[config.mk]
export PLATFORM = sky130hd
export DESIGN_NAME = vout_timing_gen
export DESIGN_NICKNAME = d
export VERILOG_FILES = /design/src/rtl/vout_pkg.sv /design/src/rtl/vout_axis_cnt.sv /design/src/rtl/vout_timing_gen.sv
export SDC_FILE = /design/constraint.sdc
export NUM_CORES = 1
export LEC_CHECK = 0
export CORE_MARGIN = 2
export CORE_UTILIZATION = 58
export DETAILED_ROUTE_END_ITERATION = 10
export PLACE_DENSITY = 0.82
export RECOVER_POWER = 25
export SETUP_SLACK_MARGIN = 0.3
export SLEW_MARGIN = 20
export SYNTH_ARGS = -nofsm -noshare
export SYNTH_HDL_FRONTEND = slang
export SYNTH_SLANG_ARGS = --single-unit
[constraint.sdc]
create_clock -name pclk -period 7.9 [get_ports pclk]
set_input_delay 1.185 -clock pclk [delete_from_list [all_inputs] [get_ports pclk]]
set_output_delay 1.185 -clock pclk [all_outputs]
set_load 0.03 [all_outputs]
[src/rtl/vout_pkg.sv]
// Shared types and constants for the video-out raster timing generator.
package vout_pkg;

    localparam int unsigned VOUT_CW = 12;
    localparam int unsigned VOUT_TW = 14;

    typedef enum logic [1:0] {
        ST_IDLE,
        ST_LATCH,
        ST_WAIT_RDY,
        ST_RUN
    } vout_state_e;

    typedef struct packed {
        logic [VOUT_CW-1:0] h_active;
        logic [VOUT_CW-1:0] h_fp;
        logic [VOUT_CW-1:0] h_sync;
        logic [VOUT_CW-1:0] h_bp;
        logic [VOUT_CW-1:0] v_active;
        logic [VOUT_CW-1:0] v_fp;
        logic [VOUT_CW-1:0] v_sync;
        logic [VOUT_CW-1:0] v_bp;
        logic               hs_pol;
        logic               vs_pol;
    } vout_geom_t;

    // A geometry is usable only if both axes have a visible region and a sync pulse.
    function automatic logic geom_ok(input logic [VOUT_CW-1:0] h_active,
                                     input logic [VOUT_CW-1:0] h_sync,
                                     input logic [VOUT_CW-1:0] v_active,
                                     input logic [VOUT_CW-1:0] v_sync);
        return (h_active != '0) && (h_sync != '0) && (v_active != '0) && (v_sync != '0);
    endfunction

endpackage

[src/rtl/vout_axis_cnt.sv]
// One raster axis: wrap counter over active+fp+sync+bp with active/sync region decode.
module vout_axis_cnt
    import vout_pkg::*;
#(
    parameter int unsigned CW = VOUT_CW,
    parameter int unsigned TW = VOUT_TW
) (
    input  logic          clk_i,
    input  logic          rst_i,
    input  logic          clr_i,
    input  logic          inc_i,
    input  logic [CW-1:0] active_i,
    input  logic [CW-1:0] fp_i,
    input  logic [CW-1:0] sync_i,
    input  logic [CW-1:0] bp_i,
    output logic [TW-1:0] cnt_o,
    output logic          last_o_c,
    output logic          act_o_c,
    output logic          sync_o_c
);

    logic [TW-1:0] cnt_q;
    logic [TW-1:0] cnt_d;
    logic [TW-1:0] sync_lo;
    logic [TW-1:0] sync_hi;
    logic [TW-1:0] total;

    // Field boundaries summed at counter width so four full-scale fields cannot overflow.
    assign sync_lo = TW'(active_i) + TW'(fp_i);
    assign sync_hi = sync_lo + TW'(sync_i);
    assign total   = sync_hi + TW'(bp_i);

    assign last_o_c = (cnt_q == (total - TW'(1)));
    assign act_o_c  = (cnt_q < TW'(active_i));
    assign sync_o_c = (cnt_q >= sync_lo) && (cnt_q < sync_hi);

    always_comb begin
        cnt_d = cnt_q;
        if (clr_i) begin
            cnt_d = '0;
        end else if (inc_i) begin
            cnt_d = last_o_c ? '0 : cnt_q + TW'(1);
        end
    end

    always_ff @(posedge clk_i or posedge rst_i) begin
        if (rst_i) begin
            cnt_q <= '0;
        end else begin
            cnt_q <= cnt_d;
        end
    end

    assign cnt_o = cnt_q;

endmodule

[src/rtl/vout_timing_gen.sv]
// Programmable raster timing generator (sync/DE/coordinates) for the video-out stage.
// Define VOUT_TG_FRAME_GATE_EN to hold each new frame until out_not_ready deasserts.
module vout_timing_gen
    import vout_pkg::*;
#(
    parameter int unsigned CW = VOUT_CW,
    parameter int unsigned TW = VOUT_TW
) (
    input  logic          pclk,
    input  logic          prst,
    input  logic          enable,
    input  logic [CW-1:0] h_active,
    input  logic [CW-1:0] h_fp,
    input  logic [CW-1:0] h_sync,
    input  logic [CW-1:0] h_bp,
    input  logic [CW-1:0] v_active,
    input  logic [CW-1:0] v_fp,
    input  logic [CW-1:0] v_sync,
    input  logic [CW-1:0] v_bp,
    input  logic          hs_pol,
    input  logic          vs_pol,
    input  logic          out_not_ready,
    output logic          vsync,
    output logic          hsync,
    output logic          de,
    output logic [CW-1:0] x_pos,
    output logic [CW-1:0] y_pos,
    output logic          frame_start,
    output logic          cfg_err
);

    vout_state_e   state_q;
    vout_geom_t    geom_q;
    vout_geom_t    geom_live;
    logic          gate_open;
    logic          run;
    logic          pix_act;
    logic [TW-1:0] hc;
    logic [TW-1:0] vc;
    logic          h_last;
    logic          h_act;
    logic          h_sync_raw;
    logic          v_last;
    logic          v_act;
    logic          v_sync_raw;

    logic          vsync_q;
    logic          hsync_q;
    logic          de_q;
    logic [CW-1:0] x_pos_q;
    logic [CW-1:0] y_pos_q;
    logic          frame_start_q;
    logic          cfg_err_q;

    assign geom_live = {h_active, h_fp, h_sync, h_bp,
                        v_active, v_fp, v_sync, v_bp, hs_pol, vs_pol};

`ifdef VOUT_TG_FRAME_GATE_EN
    assign gate_open = ~out_not_ready;
`else
    // Port kept for interface compatibility; the OR keeps it referenced without effect.
    assign gate_open = 1'b1 | out_not_ready;
`endif

    assign run     = (state_q == ST_RUN);
    assign pix_act = run && h_act && v_act;

    vout_axis_cnt #(.CW(CW), .TW(TW)) u_h_cnt (
        .clk_i    (pclk),
        .rst_i    (prst),
        .clr_i    (~run),
        .inc_i    (run),
        .active_i (geom_q.h_active),
        .fp_i     (geom_q.h_fp),
        .sync_i   (geom_q.h_sync),
        .bp_i     (geom_q.h_bp),
        .cnt_o    (hc),
        .last_o_c (h_last),
        .act_o_c  (h_act),
        .sync_o_c (h_sync_raw)
    );

    // Vertical axis advances once per line, so vsync edges stay line-aligned.
    vout_axis_cnt #(.CW(CW), .TW(TW)) u_v_cnt (
        .clk_i    (pclk),
        .rst_i    (prst),
        .clr_i    (~run),
        .inc_i    (run && h_last),
        .active_i (geom_q.v_active),
        .fp_i     (geom_q.v_fp),
        .sync_i   (geom_q.v_sync),
        .bp_i     (geom_q.v_bp),
        .cnt_o    (vc),
        .last_o_c (v_last),
        .act_o_c  (v_act),
        .sync_o_c (v_sync_raw)
    );

    // Frame sequencer plus registered raster outputs derived from the current counters.
    always_ff @(posedge pclk or posedge prst) begin
        if (prst) begin
            state_q       <= ST_IDLE;
            geom_q        <= '0;
            cfg_err_q     <= 1'b0;
            vsync_q       <= 1'b0;
            hsync_q       <= 1'b0;
            de_q          <= 1'b0;
            x_pos_q       <= '0;
            y_pos_q       <= '0;
            frame_start_q <= 1'b0;
        end else begin
            de_q          <= pix_act;
            hsync_q       <= (run && h_sync_raw) ^ ~geom_q.hs_pol;
            vsync_q       <= (run && v_sync_raw) ^ ~geom_q.vs_pol;
            frame_start_q <= run && (hc == '0) && (vc == '0);
            x_pos_q       <= pix_act ? hc[CW-1:0] : '0;
            y_pos_q       <= pix_act ? vc[CW-1:0] : '0;

            case (state_q)
                ST_IDLE: begin
                    if (enable) begin
                        state_q <= ST_LATCH;
                    end
                end
                ST_LATCH: begin
                    geom_q <= geom_live;
                    if (geom_ok(h_active, h_sync, v_active, v_sync)) begin
                        cfg_err_q <= 1'b0;
                        state_q   <= ST_WAIT_RDY;
                    end else begin
                        cfg_err_q <= 1'b1;
                        state_q   <= ST_IDLE;
                    end
                end
                ST_WAIT_RDY: begin
                    if (gate_open) begin
                        state_q <= ST_RUN;
                    end
                end
                ST_RUN: begin
                    if (h_last && v_last) begin
                        state_q <= enable ? ST_LATCH : ST_IDLE;
                    end
                end
                default: state_q <= ST_IDLE;
            endcase
        end
    end

    assign vsync       = vsync_q;
    assign hsync       = hsync_q;
    assign de          = de_q;
    assign x_pos       = x_pos_q;
    assign y_pos       = y_pos_q;
    assign frame_start = frame_start_q;
    assign cfg_err     = cfg_err_q;

endmodule

==> impl_metrics.ini, run 1 <==
[outcome]
status = finished with violations
failed_checks = max-capacitance violations, max-slew violations

[die]
ios = 131
core_box_area_um2 = 20230
rows = 52
die_width_um = 147.5
floorplan.initialDensity_pct = 58.98
die_y_um = 147.5
die_area_um2 = 21740

[critical_path]
cp_data_arrival_time_ns = 7.12
cp_data_required_time_ns = 8.22
critPathBufInv = 0
crit_path_max_incr_delay_ns = 0.75
start_kind = register
r2r_end = u_v_cnt.cnt_o[10]
rr_startpoint = geom_q[75]
regToRegSetupSlack_ns = 1.10
worstSetupEndpointType = register
criticalPathCategory = reg -> reg
worst_r2r_path_depth = 25
crit_path_top_delay_cell = sky130_fd_sc_hd__o21ai_2
crit_family = compound AO/OA/AOI/OAI gates
critPathMaxFanout = 25

[sta]
rsz0062_at_grt = false
setup_tns_ns = 0
timing.final.setup_violations = 0
worst_skew_ns = 0.01726
timing.final.crit_share_pct = 86.09
period_needed_ns = 6.801
relSlewSlack_pct = -146.9
report.final.hold_viol_count = 0
fmax_mhz = 147.0
timing_worst_slew_pin_value_ns = 3.683
maxSlewViolCount = 141

[synth]
netlist_top_cells_area = sky130_fd_sc_hd__dfrtp_1 33%, sky130_fd_sc_hd__ha_1 17%, sky130_fd_sc_hd__nand2_1 7.4%
number_of_flip_flops_and_latches_in_the_synthesized_netlist = 157
netlist_instances = 1378
synth-warning-count = 0
netlist_area_um2 = 11940
postSynth.topFlopCell = sky130_fd_sc_hd__dfrtp_1
share_of_synthesized_area_occupied_by_flip_flops_and_latches_pct = 32.92
yosys.area.top_type_share_pct = 32.92
synth.lib_cells_used.distinct = 74
syn-num-nets = 1648
syn_avg_cell_area_um2 = 8.661
yosysTopAreaCell = sky130_fd_sc_hd__dfrtp_1
synth-edff-count = 0
postSynth.asyncResetShare_pct = 100.0

[power]
p_leak_uw = 0.006767
power_density_nw_per_um2 = 245.2
vdd_drop_max_v = 0.0001426
total_power_uw = 3444

[cts]
clkSinkCount = 157
post_cts_resize_count = 0
cts_max_level = 4
holdBufCountCts = 0
clockRootBuffer = sky130_fd_sc_hd__clkbuf_16
clk_transition_reported_paths_ns = 0.07
clockBufferDepth = 2
postCtsSetupRepairBufs = 0
clk_latency_ns = 0.45
cts_inserted_buffers = 17
tritoncts = done

[finish]
stdcell_count = 1775
layout.cells.most_common = sky130_fd_sc_hd__nand2_1
design.final.nets = 1762
layout_common_cells = 236 x sky130_fd_sc_hd__nand2_1, 162 x sky130_fd_sc_hd__ha_1, 157 x sky130_fd_sc_hd__dfrtp_1
num_antenna_cells = 0
flow.area_growth_from_synthesis_pct = 17.67
final_instance_area_um2 = 14040
layout-drive-gt1-share_pct = 4.651

[worst_hold_path]
worstHoldEndpoint = geom_q[65]
hold_class = reg -> reg
worstHoldStart = geom_q[65]
hold_path_depth = 2

[drt]
first_iter_violations = 691
detail-route-antenna-nets = 0
detail_route.wl_per_cell_um = 17.17
total_number_of_vias = 10210
drt_drc_violations_left = 0
wirelength_um = 30480
post_drt_via_cell_ratio = 5.753
drtPass1Iterations = 5

[global_routing]
grt_pass1_wl_um = 50030
grtUsageTotal_pct = 29.15
antenna_found_initial = 0
grt_overflow_total = 0
first_global_vias = 10090
grt_start_max_net_pins = 118

[job]
drv.max_cap_violation_count = 2

[place]
dp.final_hpwl_um = 22910
gpl.final_weighted_congestion = 0.9041
placed_area_um2 = 13450
port_buffers = 129
dp_cells = 1743
## per-stage QoR
stage	utilization, %	hold WS [ns]	setup WS [ns]
floorplan	-	0.4463	2.343
global placement	66.46	0.4673	1.292
detailed placement	66.46	0.4695	1.246
CTS	69.43	0.4877	1.166
global route	69.41	0.5064	0.4999
finish	69.41	0.4881	1.099
## power by group
| part | internal (µW) | total, µW | switching (µW) |
|---|---|---|---|
| registers | 864 | 964 | 100 |
| logic | 707 | 1620 | 915 |
| clock network | 478 | 858 | 380 |
| total | 2050 | 3440 | 1390 |
## synthesized netlist by cell type, types with 3 or more instances
master	n
sky130_fd_sc_hd__nand2_1	236
sky130_fd_sc_hd__ha_1	162
sky130_fd_sc_hd__dfrtp_1	157
sky130_fd_sc_hd__inv_1	126
sky130_fd_sc_hd__o21ai_0	97
sky130_fd_sc_hd__nor2_1	67
sky130_fd_sc_hd__xnor2_1	58
sky130_fd_sc_hd__a21oi_1	53
sky130_fd_sc_hd__xor2_1	46
sky130_fd_sc_hd__a21o_1	35
sky130_fd_sc_hd__and2_1	26
sky130_fd_sc_hd__clkbuf_1	25
sky130_fd_sc_hd__nand3_1	24
sky130_fd_sc_hd__nor4_1	22
sky130_fd_sc_hd__nor2b_1	21
sky130_fd_sc_hd__o21a_1	20
sky130_fd_sc_hd__nor3_1	16
sky130_fd_sc_hd__and3_1	15
sky130_fd_sc_hd__nand4_1	14
sky130_fd_sc_hd__nand2b_1	13
sky130_fd_sc_hd__a31oi_1	11
sky130_fd_sc_hd__a211oi_1	10
sky130_fd_sc_hd__a22o_1	10
sky130_fd_sc_hd__o21bai_1	8
sky130_fd_sc_hd__buf_1	7
sky130_fd_sc_hd__o211ai_1	7
sky130_fd_sc_hd__fa_1	6
sky130_fd_sc_hd__a22o_2	5
sky130_fd_sc_hd__o21ai_1	5
sky130_fd_sc_hd__o31a_1	5
sky130_fd_sc_hd__or2_2	5
sky130_fd_sc_hd__a2111oi_0	4
sky130_fd_sc_hd__a21o_2	3
sky130_fd_sc_hd__buf_2	3
sky130_fd_sc_hd__maj3_1	3
sky130_fd_sc_hd__maj3_2	3
sky130_fd_sc_hd__or3_1	3
## worst max-delay path by stage
stage / slack, ns / start / endpoint / cells past startpoint
6_report: 1.10 / geom_q[75] / u_v_cnt.cnt_o[10] / 25
5_1_grt: 0.50 / geom_q[75] / u_v_cnt.cnt_o[12] / 25
4_1_cts: 1.17 / geom_q[75] / u_v_cnt.cnt_o[10] / 25
3_5_place_dp: 1.25 / geom_q[75] / u_v_cnt.cnt_o[10] / 25
3_3_place_gp: 1.29 / geom_q[74] / u_v_cnt.cnt_o[0] / 25
2_1_floorplan: 2.34 / geom_q[74] / u_v_cnt.cnt_o[10] / 26
## layout make-up
| cell class | count | area (µm²) |
|---|---|---|
| Sequential cell | 157 | 3929 |
| Clock buffer | 18 | 429.2 |
| Clock inverter | 14 | 172.7 |
| Tap cell | 270 | 337.8 |
| Fill cell | 1589 | 6190 |
| Multi-Input combinational cell | 1058 | 7392 |
| Inverter | 126 | 474.2 |
| Timing Repair Buffer | 132 | 1310 |
## worst min-delay path: stages (launching register included)
cell and delay [ns]:
sky130_fd_sc_hd__dfrtp_1 0.35, sky130_fd_sc_hd__nand2_1 0.05, sky130_fd_sc_hd__nand2_1 0.06
## logic make-up after synthesis
kind of cell	share of synthesized area (%)
AOI/OAI and AO/OA	16.60
xor gates and xnor gates	7.821
adders and majority gates	18.52
buffers and inverters	5.252
DFF	32.92
muxes	0.2621
and+or+nand+nor	18.63
## sequential cells by signal (all words and copies together), names as in the netlist, named ones only
| register | count |
|---|---|
| frame_start | 1 |
| cfg_err | 1 |
| x_pos | 12 |
| u_h_cnt.cnt_o | 14 |
| geom_q | 98 |
| hsync | 1 |
| de | 1 |
| state_q | 1 |
| u_v_cnt.cnt_o | 14 |
| vsync | 1 |
| y_pos | 12 |
## per-layer routing
layer | track usage, % | part of all wire [%]
met5 | 0 | 0
met2 | 47.06 | 46
met3 | 5.031 | 5.5
met1 | 39.48 | 45
met4 | 11.35 | 3.4
No activity file was read; power rests on OpenSTA's default activity.
==> run 2, diff against run 1 <==
--- a/config.mk
+++ b/config.mk
@@ -10,6 +10,7 @@
 export DETAILED_ROUTE_END_ITERATION = 10
 export PLACE_DENSITY = 0.82
 export RECOVER_POWER = 25
+export REMOVE_ABC_BUFFERS = 1
 export SETUP_SLACK_MARGIN = 0.3
 export SLEW_MARGIN = 20
 export SYNTH_ARGS = -nofsm -noshare
==> run 2 against run 1 <==
Effect of this change:
- the run still ends with max-capacitance violations, max-slew violations left
- critical path type unchanged
- highest routed layer unchanged
- clock power is 3.0% lower
- routed wire length is 5.8% lower
- setup slack worse by 0.14 ns
- hold slack worse by 0.023 ns
- die area stayed put
- via count is 0.32% higher
- critical endpoint is now u_v_cnt.cnt_o[0]
- non-clock buffer count is 1 higher
- critical path depth is 1 higher
- final area is 0.14% lower
- global-route usage is 1.8 points lower
- largest power group unchanged
- sequential cell count stayed put
- combinational power hardly changed
==> impl_metrics.ini, run 2 (synthesized netlist as in run 1, its figures left out) <==
[place]
port_buffers = 129
dp.final_hpwl_um = 21410
gpl.final_weighted_congestion = 0.8711
placement.setup.worst_slack_ns = 1.152

[sta]
report.final.hold_viol_count = 0
hold_ws_ns = 0.4652
worst_skew_ns = 0.01325
maxSlewViolCount = 174
timing_worst_slew_pin_value_ns = 3.491
relSlewSlack_pct = -134.0
setup_tns_ns = 0
final_critical_path_setup_slack_ns = 0.9542
timing.final.setup_violations = 0
period_needed_ns = 6.946
rsz0062_at_grt = false
fmax_mhz = 144.0
timing.final.crit_share_pct = 87.92

[cts]
cts_max_level = 4
tritoncts = done
cts_inserted_buffers = 17
post_cts_resize_count = 0
clkSinkCount = 157
holdBufCountCts = 0
clk_latency_ns = 0.44
postCtsSetupRepairBufs = 0
clk_transition_reported_paths_ns = 0.07
clockRootBuffer = sky130_fd_sc_hd__clkbuf_16
clockBufferDepth = 2

[die]
ios = 131
die_area_um2 = 21740
die_width_um = 147.5
die_y_um = 147.5
core_box_area_um2 = 20230
floorplan.initialDensity_pct = 58.98
rows = 52

[drt]
drtPass1Iterations = 5
total_number_of_vias = 10250
first_iter_violations = 593
drt_drc_violations_left = 0
wirelength_um = 28720
post_drt_via_cell_ratio = 5.769
detail_route.wl_per_cell_um = 16.17
detail-route-antenna-nets = 0

[finish]
layout_common_cells = 236 x sky130_fd_sc_hd__nand2_1, 162 x sky130_fd_sc_hd__ha_1, 157 x sky130_fd_sc_hd__dfrtp_1
regMostFlops = geom_q
layout-drive-gt1-share_pct = 4.648
num_antenna_cells = 0
layout.filler_cells = 1644
design.final.nets = 1763
layout.cells.most_common = sky130_fd_sc_hd__nand2_1
flow.area_growth_from_synthesis_pct = 17.51
largest_reg_flops = 98
finish.utilization_pct = 69.31

[global_routing]
grt_start_max_net_pins = 109
grtUsageTotal_pct = 27.31
grt_overflow_total = 0
grt_pass1_wl_um = 47600
first_global_vias = 9982
antenna_found_initial = 0

[critical_path]
criticalPathCategory = reg -> reg
cp_data_arrival_time_ns = 7.32
cp_data_required_time_ns = 8.27
worstSetupEndpointType = register
start_kind = register
critPathMaxFanout = 14
worst_r2r_path_depth = 26

[power]
total_power_uw = 3431
power_density_nw_per_um2 = 244.6
p_leak_uw = 0.006752
vdd_drop_max_v = 0.0001495

[outcome]
failed_checks = max-capacitance violations, max-slew violations
status = finished with violations

[worst_hold_path]
hold_path_depth = 1
hold_class = reg -> reg

[job]
drv.max_cap_violation_count = 3
-- run 2: metrics by stage --
step | std cells | instance area [µm²]
floorplan | 1341 | 11780
global placement | 1744 | 13460
detailed placement | 1744 | 13460
CTS | 1776 | 14040
global route | 1776 | 14020
finish | 1776 | 14020
-- run 2: area by class of cell --
cell class | instances | area [µm²] | share of cell area, %
clock inverter | 15 | 161.4 | 1.151
sequential | 157 | 3929 | 28.01
multi-input combinational | 1058 | 7380 | 52.62
tap | 270 | 337.8 | 2.409
clock buffer | 17 | 425.4 | 3.033
timing repair buffer | 133 | 1318 | 9.394
inverter | 126 | 474.2 | 3.381
-- run 2: worst max-delay path, stage by stage (launching register included) --
cell	delay [ns]
sky130_fd_sc_hd__dfrtp_1	0.41
sky130_fd_sc_hd__ha_1	0.21
sky130_fd_sc_hd__inv_1	0.07
sky130_fd_sc_hd__fa_1	0.19
sky130_fd_sc_hd__nor2b_1	0.07
sky130_fd_sc_hd__o31a_1	0.27
sky130_fd_sc_hd__o21ai_0	0.19
sky130_fd_sc_hd__nand2b_1	0.11
sky130_fd_sc_hd__a21o_1	0.19
sky130_fd_sc_hd__a21oi_1	0.17
sky130_fd_sc_hd__xnor2_1	0.19
sky130_fd_sc_hd__ha_1	0.34
sky130_fd_sc_hd__a21o_1	0.20
sky130_fd_sc_hd__a211oi_1	0.50
sky130_fd_sc_hd__o21a_1	0.23
sky130_fd_sc_hd__nor2_1	0.06
sky130_fd_sc_hd__xnor2_1	0.42
sky130_fd_sc_hd__xor2_1	0.16
sky130_fd_sc_hd__ha_1	0.37
sky130_fd_sc_hd__xnor2_1	0.29
sky130_fd_sc_hd__inv_1	0.10
sky130_fd_sc_hd__a31oi_1	0.17
sky130_fd_sc_hd__nand4_1	0.12
sky130_fd_sc_hd__or4_2	0.62
sky130_fd_sc_hd__nor2_1	0.17
sky130_fd_sc_hd__nor3b_2	0.76
sky130_fd_sc_hd__mux2_2	0.30
-- run 2: power by group --
group / internal, µW / switching, µW / total, µW / leakage [µW]
Sequential: 864 / 83.5 / 948 / 0.00167
Combinational: 710 / 942 / 1650 / 0.00481
Clock: 470 / 361 / 832 / 0.000282
-- run 2: worst paths after layout --
check,from,endpoint,slack (ns)
setup / recovery,geom_q[86],u_v_cnt.cnt_o[0],0.95
hold / removal,geom_q[0],vsync,0.47
setup reg to reg,geom_q[86],u_v_cnt.cnt_o[0],0.95
hold reg to reg,geom_q[0],vsync,0.47
max in group asynchronous,prst,geom_q[69],3.55
min in group asynchronous,prst,geom_q[80],2.22
-- run 2: routing by layer --
metal	GRT usage, %	wire [µm]	part of all wire [%]
met1	38.31	13300	46
met2	42.50	12550	44
met3	4.938	2051	7.1
met4	10.34	813	2.8
met5	0	0	0
==> run 3, diff against run 2 <==
--- a/config.mk
+++ b/config.mk
@@ -12,7 +12,7 @@
 export RECOVER_POWER = 25
 export REMOVE_ABC_BUFFERS = 1
 export SETUP_SLACK_MARGIN = 0.3
-export SLEW_MARGIN = 20
+export SLEW_MARGIN = 0
 export SYNTH_ARGS = -nofsm -noshare
 export SYNTH_HDL_FRONTEND = slang
 export SYNTH_SLANG_ARGS = --single-unit
==> results of run 3 <==
The final DEF is identical to that of run 2; final timing and power are the same.
